[src/rtl/gesture_dispatch_if.sv]
// Sensor-code input and event/flag outputs of gesture_dispatch.
// master = sensor/driver side, slave = dispatcher.
`timescale 1ns/1ps
interface gesture_dispatch_if #(
  parameter int unsigned GEST_W = 8,
  parameter int unsigned CH_NUM = 4,
  parameter int unsigned CNT_W  = 8,
  parameter int unsigned IDX_W  = 2
);
  logic [GEST_W-1:0]       data;
  logic                    clr;
  logic [CH_NUM-1:0]       flag;
  logic                    evt_pulse;
  logic [IDX_W-1:0]        evt_idx;
  logic [CH_NUM*CNT_W-1:0] evt_cnt;
  logic                    busy;

  modport master (
    output data, clr,
    input  flag, evt_pulse, evt_idx, evt_cnt, busy
  );

  modport slave (
    input  data, clr,
    output flag, evt_pulse, evt_idx, evt_cnt, busy
  );
endinterface

[src/rtl/gesture_dispatch.sv]
// Gesture qualifier/dispatcher: debounces a one-hot sensor code, fires one event per press,
// latches a timed flag and keeps saturating per-channel counts. GEST_AUTOREPEAT_EN re-fires held gestures.
`timescale 1ns/1ps
module gesture_dispatch #(
  parameter int unsigned GEST_W     = 8,
  parameter int unsigned CH_NUM     = 4,
  parameter int unsigned STABLE_CNT = 1000,
  parameter int unsigned HOLD_MAX   = 50_000_000,
  parameter int unsigned CNT_W      = 8,
  parameter int unsigned IDX_W      = 2
) (
  input  logic              sys_clk,
  input  logic              sys_rst_n,
  gesture_dispatch_if.slave bus
);

  localparam int unsigned STAB_W    = $clog2(STABLE_CNT + 1);
  localparam int unsigned HOLD_W    = (HOLD_MAX < 2) ? 1 : $clog2(HOLD_MAX);
  localparam int unsigned HOLD_LAST = (HOLD_MAX == 0) ? 0 : HOLD_MAX - 1;
`ifdef GEST_AUTOREPEAT_EN
  localparam int unsigned REP_N     = 16 * STABLE_CNT;
  localparam int unsigned REP_W     = $clog2(REP_N);
`endif

  typedef enum logic [1:0] {IDLE, QUAL, FIRE, WAIT_REL} state_e;

  state_e                        state_q, state_d;
  logic [CH_NUM-1:0]             cand_q, cand_d;
  logic [STAB_W-1:0]             stab_q, stab_d;
  logic [HOLD_W-1:0]             hold_q, hold_d;
  logic [CH_NUM-1:0]             flag_q, flag_d;
  logic                          pulse_q, pulse_d;
  logic [IDX_W-1:0]              idx_q, idx_d;
  logic [CH_NUM-1:0][CNT_W-1:0]  cnt_q, cnt_d;
  logic                          busy_q, busy_d;
`ifdef GEST_AUTOREPEAT_EN
  logic [REP_W-1:0]              rep_q, rep_d;
`endif

  logic [CH_NUM-1:0] code_c;
  logic              valid_c;
  logic [IDX_W-1:0]  cand_idx_c;

  assign code_c  = bus.data[CH_NUM-1:0];
  assign valid_c = (code_c != '0) && ((code_c & (code_c - CH_NUM'(1))) == '0);

  // Upper sensor bits carry no gesture information.
  generate
    if (GEST_W > CH_NUM) begin : g_hi_data
      logic unused_hi_data;
      assign unused_hi_data = ^bus.data[GEST_W-1:CH_NUM];
    end
  endgenerate

  always_comb begin
    cand_idx_c = '0;
    for (int unsigned i = 0; i < CH_NUM; i++) begin
      if (cand_q[i]) cand_idx_c = IDX_W'(i);
    end
  end

  // Next-state and registered-output logic.
  always_comb begin
    state_d = state_q;
    cand_d  = cand_q;
    stab_d  = stab_q;
    hold_d  = hold_q;
    flag_d  = flag_q;
    pulse_d = 1'b0;
    idx_d   = idx_q;
    cnt_d   = cnt_q;
`ifdef GEST_AUTOREPEAT_EN
    rep_d   = rep_q;
`endif

    case (state_q)
      IDLE: begin
        if (valid_c) begin
          cand_d  = code_c;
          stab_d  = STAB_W'(1);
          state_d = (STABLE_CNT == 1) ? FIRE : QUAL;
        end
      end
      QUAL: begin
        if (code_c == cand_q) begin
          stab_d = stab_q + STAB_W'(1);
          if (stab_q == STAB_W'(STABLE_CNT - 1)) state_d = FIRE;
        end else if (valid_c) begin
          cand_d = code_c;
          stab_d = STAB_W'(1);
        end else begin
          stab_d  = '0;
          state_d = IDLE;
        end
      end
      FIRE: begin
        stab_d  = '0;
        state_d = WAIT_REL;
`ifdef GEST_AUTOREPEAT_EN
        rep_d   = '0;
`endif
      end
      WAIT_REL: begin
        if (code_c != cand_q) begin
          state_d = IDLE;
        end
`ifdef GEST_AUTOREPEAT_EN
        else if (rep_q == REP_W'(REP_N - 2)) begin
          rep_d   = '0;
          state_d = FIRE;
        end else begin
          rep_d = rep_q + REP_W'(1);
        end
`endif
      end
      default: state_d = IDLE;
    endcase

    // Flag lifetime; a fire in the expiry cycle overrides the clear.
    if ((HOLD_MAX != 0) && (flag_q != '0)) begin
      if (hold_q == HOLD_W'(HOLD_LAST)) begin
        flag_d = '0;
        hold_d = '0;
      end else begin
        hold_d = hold_q + HOLD_W'(1);
      end
    end else begin
      hold_d = '0;
    end

    if (state_q == FIRE) begin
      flag_d  = cand_q;
      hold_d  = '0;
      pulse_d = 1'b1;
      idx_d   = cand_idx_c;
      for (int unsigned i = 0; i < CH_NUM; i++) begin
        if (cand_q[i] && (cnt_q[i] != {CNT_W{1'b1}})) cnt_d[i] = cnt_q[i] + CNT_W'(1);
      end
    end

    if (bus.clr) begin
      state_d = IDLE;
      cand_d  = '0;
      stab_d  = '0;
      hold_d  = '0;
      flag_d  = '0;
      pulse_d = 1'b0;
      idx_d   = '0;
      cnt_d   = '0;
`ifdef GEST_AUTOREPEAT_EN
      rep_d   = '0;
`endif
    end

    busy_d = (state_d != IDLE);
  end

  always_ff @(posedge sys_clk or negedge sys_rst_n) begin
    if (!sys_rst_n) begin
      state_q <= IDLE;
      cand_q  <= '0;
      stab_q  <= '0;
      hold_q  <= '0;
      flag_q  <= '0;
      pulse_q <= 1'b0;
      idx_q   <= '0;
      cnt_q   <= '0;
      busy_q  <= 1'b0;
`ifdef GEST_AUTOREPEAT_EN
      rep_q   <= '0;
`endif
    end else begin
      state_q <= state_d;
      cand_q  <= cand_d;
      stab_q  <= stab_d;
      hold_q  <= hold_d;
      flag_q  <= flag_d;
      pulse_q <= pulse_d;
      idx_q   <= idx_d;
      cnt_q   <= cnt_d;
      busy_q  <= busy_d;
`ifdef GEST_AUTOREPEAT_EN
      rep_q   <= rep_d;
`endif
    end
  end

  assign bus.flag      = flag_q;
  assign bus.evt_pulse = pulse_q;
  assign bus.evt_idx   = idx_q;
  assign bus.evt_cnt   = cnt_q;
  assign bus.busy      = busy_q;

endmodule

[src/flat_wrapper.sv]
// flat-port wrapper written by rule: the top's interface ports become plain ports
module gesture_dispatch_flat 
#(
  parameter int unsigned GEST_W     = 8,
  parameter int unsigned CH_NUM     = 4,
  parameter int unsigned STABLE_CNT = 1000,
  parameter int unsigned HOLD_MAX   = 50_000_000,
  parameter int unsigned CNT_W      = 8,
  parameter int unsigned IDX_W      = 2
)
  (sys_clk, sys_rst_n, bus_data, bus_clr, bus_flag, bus_evt_pulse, bus_evt_idx, bus_evt_cnt, bus_busy);
  gesture_dispatch_if #(.GEST_W(GEST_W), .CH_NUM(CH_NUM), .CNT_W(CNT_W), .IDX_W(IDX_W)) bus_i ();
  input  logic sys_clk;
  input  logic sys_rst_n;
  input wire logic [$bits(bus_i.data)-1:0] bus_data;
  input wire logic [$bits(bus_i.clr)-1:0] bus_clr;
  output wire logic [$bits(bus_i.flag)-1:0] bus_flag;
  output wire logic [$bits(bus_i.evt_pulse)-1:0] bus_evt_pulse;
  output wire logic [$bits(bus_i.evt_idx)-1:0] bus_evt_idx;
  output wire logic [$bits(bus_i.evt_cnt)-1:0] bus_evt_cnt;
  output wire logic [$bits(bus_i.busy)-1:0] bus_busy;
  assign bus_i.data = bus_data;
  assign bus_i.clr = bus_clr;
  assign bus_flag = bus_i.flag;
  assign bus_evt_pulse = bus_i.evt_pulse;
  assign bus_evt_idx = bus_i.evt_idx;
  assign bus_evt_cnt = bus_i.evt_cnt;
  assign bus_busy = bus_i.busy;
  gesture_dispatch #(.GEST_W(GEST_W), .CH_NUM(CH_NUM), .STABLE_CNT(STABLE_CNT), .HOLD_MAX(HOLD_MAX), .CNT_W(CNT_W), .IDX_W(IDX_W)) u_core (.sys_clk(sys_clk), .sys_rst_n(sys_rst_n), .bus(bus_i));
endmodule
[config.mk]
export PLATFORM = sky130hd
export DESIGN_NAME = gesture_dispatch_flat
export DESIGN_NICKNAME = d
export VERILOG_FILES = /design/src/rtl/gesture_dispatch_if.sv /design/src/rtl/gesture_dispatch.sv /design/src/flat_wrapper.sv
export SDC_FILE = /design/constraint.sdc
export NUM_CORES = 1
export LEC_CHECK = 0
export ABC_AREA = 1
export CAP_MARGIN = 20
export CORE_MARGIN = 2
export CORE_UTILIZATION = 50
export CTS_CLUSTER_DIAMETER = 80
export DETAILED_ROUTE_END_ITERATION = 6
export PLACE_DENSITY = 0.72
export SYNTH_ARGS = -nofsm -noshare
export SYNTH_HDL_FRONTEND = slang
export SYNTH_SLANG_ARGS = --single-unit
[constraint.sdc]
create_clock -name sys_clk -period 2.2 [get_ports sys_clk]
set_input_delay 0.66 -clock sys_clk [delete_from_list [all_inputs] [get_ports sys_clk]]
set_output_delay 0.66 -clock sys_clk [all_outputs]
set_load 0.01 [all_outputs]
==> flow_metrics.py <==
metrics = {
    "detailed_routing": {
        "vias": 4521,
        "wire_length_per_cell_um": 12.4,
        "drc_errors": 0,
        "drt.antenna.violating_nets": 0,
        "first_pass_iters": 4,
        "viasPerCell": 5.10,
        "drt-initial-drc-count": 195,
        "routed_wirelength_mm": 11.0,
    },
    "run_status": {
        "outcome": "complete, no violations",
    },
    "placement": {
        "dpl.cell_count": 870,
        "hpwlAfterDp_mm": 8.39,
        "place_worst_setup_slack_ns": -0.0736,
        "postPlaceCellArea_um2": 5630,
        "port_buffers": 46,
        "finalWeightedCongestion": 0.938,
    },
    "sta": {
        "tightestPinTransition_ns": 0.527,
        "finalWorstSetupSlack_ns": 0.135,
        "maxSlewHeadroom_pct": 64.8,
        "timing.final.hold_violations": 0,
        "timing.final.crit_share_pct": 93.8,
        "hold_ws_ns": 0.264,
        "clock.fmax_ghz": 0.484,
        "finalSetupViolCount": 0,
        "final_period_minus_worst_setup_slack_ns": 2.06,
        "final.setup.tns_ns": 0,
        "rsz0062_at_grt": "false",
        "fin_worst_skew_ns": 0.0149,
        "finalMaxSlewViolations": 0,
    },
    "logic_synthesis": {
        "synth_async_sr_flop_share_pct": 100,
        "syn_avg_cell_area_um2": 7.21,
        "synthesis.instances": 682,
        "synthFlopType": "dfrtp_1",
        "postSynthNetCount": 703,
        "synth.ff_latch_count": 82,
        "synth_warnings": 0,
        "synth_sequential_area_ratio_pct": 41.7,
        "netlist_area_before_placement_um2": 4920,
        "number_of_flops_mapped_to_enable_cells_by_yosys": 0,
        "synth_cell_types": 38,
    },
    "pwr": {
        "pwr-share-seq_pct": 46.5,
        "netSwitchingFraction_pct": 33.8,
        "clock_power_share_pct": 28.2,
        "leakage_nw": 2.76,
        "cellPowerDensity_nw_per_um2": 626,
        "netSwitchingPower_mw": 1.23,
        "pwr-share-comb_pct": 25.3,
        "intPower_mw": 2.41,
        "power_total_mw": 3.64,
        "worst_ir_drop_vdd_uv": 501,
    },
    "floorplanning": {
        "die_x_um": 103,
        "boundaryPins": 51,
        "placementRows": 36,
        "start_util_pct": 51.0,
        "core_region_area_um2": 9640,
        "die_area_um2": 10600,
        "chipHeight_um": 103,
    },
    "clock_tree": {
        "cts-resized-gates": 0,
        "cts_num_sinks": 82,
        "post-cts-setup-buffer-count": 0,
        "cts_max_level": 3,
        "clk_pin_slew_ns": 0.09,
        "cts.hold.buffers_added": 0,
        "clock_tree.buffer_depth": 2,
        "root_buffer": "clkbuf_8",
        "cts-buffers-inserted": 9,
        "worstSkewPairLatency_ns": 0.36,
        "cts_tree": "done",
    },
    "finish": {
        "antennaDiodeCount": 0,
        "stdcell_area_um2": 5810,
        "syn2layout_area_growth_pct": 18.2,
        "fin_cells": 886,
        "fill_cells": 907,
        "fin_util_pct": 60.3,
        "num-nets-final": 769,
        "drive_above_1_share_pct": 9.30,
    },
    "global_route": {
        "initial_antenna_violation_count": 0,
        "grt_pass1_vias": 4196,
        "grt_first_pass_wirelength_mm": 19.0,
        "grt.total_usage_pct": 22.6,
        "pin_count_of_the_biggest_net_entering_global_routing": 40,
        "grt.overflow.total": 0,
    },
    "critical_path": {
        "critical_path.max_stage_delay_ns": 0.58,
        "critical_path.cell_chain": "clkdlybuf4s50_1",
        "cp_num_buf_inv": 1,
        "arrival_ns": 1.40,
        "endpoint_kind": "output pin",
        "critical_path_class": "reg -> out",
        "crit_fanout": 6,
        "critPathTopFamily": "buffers and inverters",
        "cp_data_required_time_ns": 1.54,
        "slowest_cp_cell": "clkdlybuf4s50_1",
        "crit_path_start_kind": "flop",
    },
    "flow_run": {
        "max_cap_viol_count": 0,
    },
    "worst_hold_path": {
        "min-delay-path-class": "in -> async",
    },
}
cell type report:
cell class / count / area (µm²) / share of cell area, %
Multi-Input combinational cell: 489 / 2430 / 41.8
Clock buffer: 12 / 155 / 2.67
Sequential cell: 82 / 2050 / 35.3
Inverter: 104 / 393 / 6.76
Clock inverter: 4 / 26.3 / 0.452
Tap cell: 133 / 166 / 2.86
Timing Repair Buffer: 62 / 591 / 10.2
placed cells by master (no fill, tap or decap), drive strengths merged, types with 2 or more instances in the layout:
cell / instances
nor2: 104
o21ai: 32
o21bai: 2
o31ai: 3
ha: 10
a21oi: 16
nand2: 189
clkinv: 4
buf: 17
clkdlybuf4s50: 45
inv: 103
nor3b: 4
nand3: 65
dfrtp: 82
nand3b: 4
nand4: 18
xnor2: 6
nor3: 24
clkbuf: 12
xor2: 6
Yosys cell counts (4+ instances only):
library cell	number	area share, %
dfrtp_1	82	42
ha_1	10	2.5
o21ai_0	32	3.3
nand2_1	181	14
nor3_1	19	1.9
nor3b_1	4	0.61
nand2_2	5	0.64
nand3_1	62	6.3
nand3b_1	4	0.61
xor2_1	6	1.1
inv_2	5	0.38
a21oi_1	16	1.6
xnor2_1	6	1.1
nor2_1	89	6.8
inv_1	97	7.4
nand4_1	18	2.3
nor2_2	11	1.4
flip-flops by register name (all words and copies together), names as in the netlist:
signal and flops:
u_core.cand_q 4, u_core.hold_q 26, u_core.state_q 2, u_core.bus.flag 4
u_core.bus.evt_idx 2, u_core.bus.evt_pulse 1, u_core.stab_q 10, u_core.bus.evt_cnt 32
u_core.bus.busy 1
layer usage:
layer,wire length (µm),GRT usage (%)
met1,5170,30.8
met2,5190,37.0
met3,442,2.76
met4,223,9.11
met5,0,0
power by group through the flow:
stage	clock network [mW]	logic, mW	registers, mW
6_report	1.03	0.921	1.69
5_1_grt	1.11	1.05	1.71
4_1_cts	1.05	0.925	1.69
3_5_place_dp	0	0.921	1.72
3_3_place_gp	0	0.897	1.72
2_1_floorplan	0	0.592	1.72
worst reg2reg max path: cells and delay by family, from the launching register on:
family                     cells  cell delay (ns)
and+or+nand+nor                5             0.59
DFF                            1             0.45
buffers and inverters          2             0.37
adders and majority gates      1             0.34
final timing paths:
path                                   startpoint                endpoint  slack, ns  cells past startpoint
max in group asynchronous               sys_rst_n  u_core.bus.evt_cnt[21]       1.34                      2
hold reg to reg             u_core.bus.evt_idx[0]   u_core.bus.evt_idx[0]       0.52                      2
setup reg to reg                u_core.state_q[0]  u_core.bus.evt_cnt[14]       0.39                      8
min in group sys_clk        u_core.bus.evt_idx[0]   u_core.bus.evt_idx[0]       0.52                      2
setup / recovery           u_core.bus.evt_cnt[20]         bus_evt_cnt[20]       0.14                      1
hold / removal                          sys_rst_n  u_core.bus.evt_cnt[13]       0.26                      1
logic make-up (layout without fill, tap and decap cells):
family / after synthesis / after routing / synth area share [%]
flops: 82 / 82 / 41.7
compound gates: 57 / 57 / 6.21
fa+ha+maj: 10 / 10 / 2.54
buf+inv: 111 / 182 / 8.91
simple gates: 410 / 410 / 38.5
xor+xnor: 12 / 12 / 2.14
Note: power is estimated with default switching activity, not from simulation.
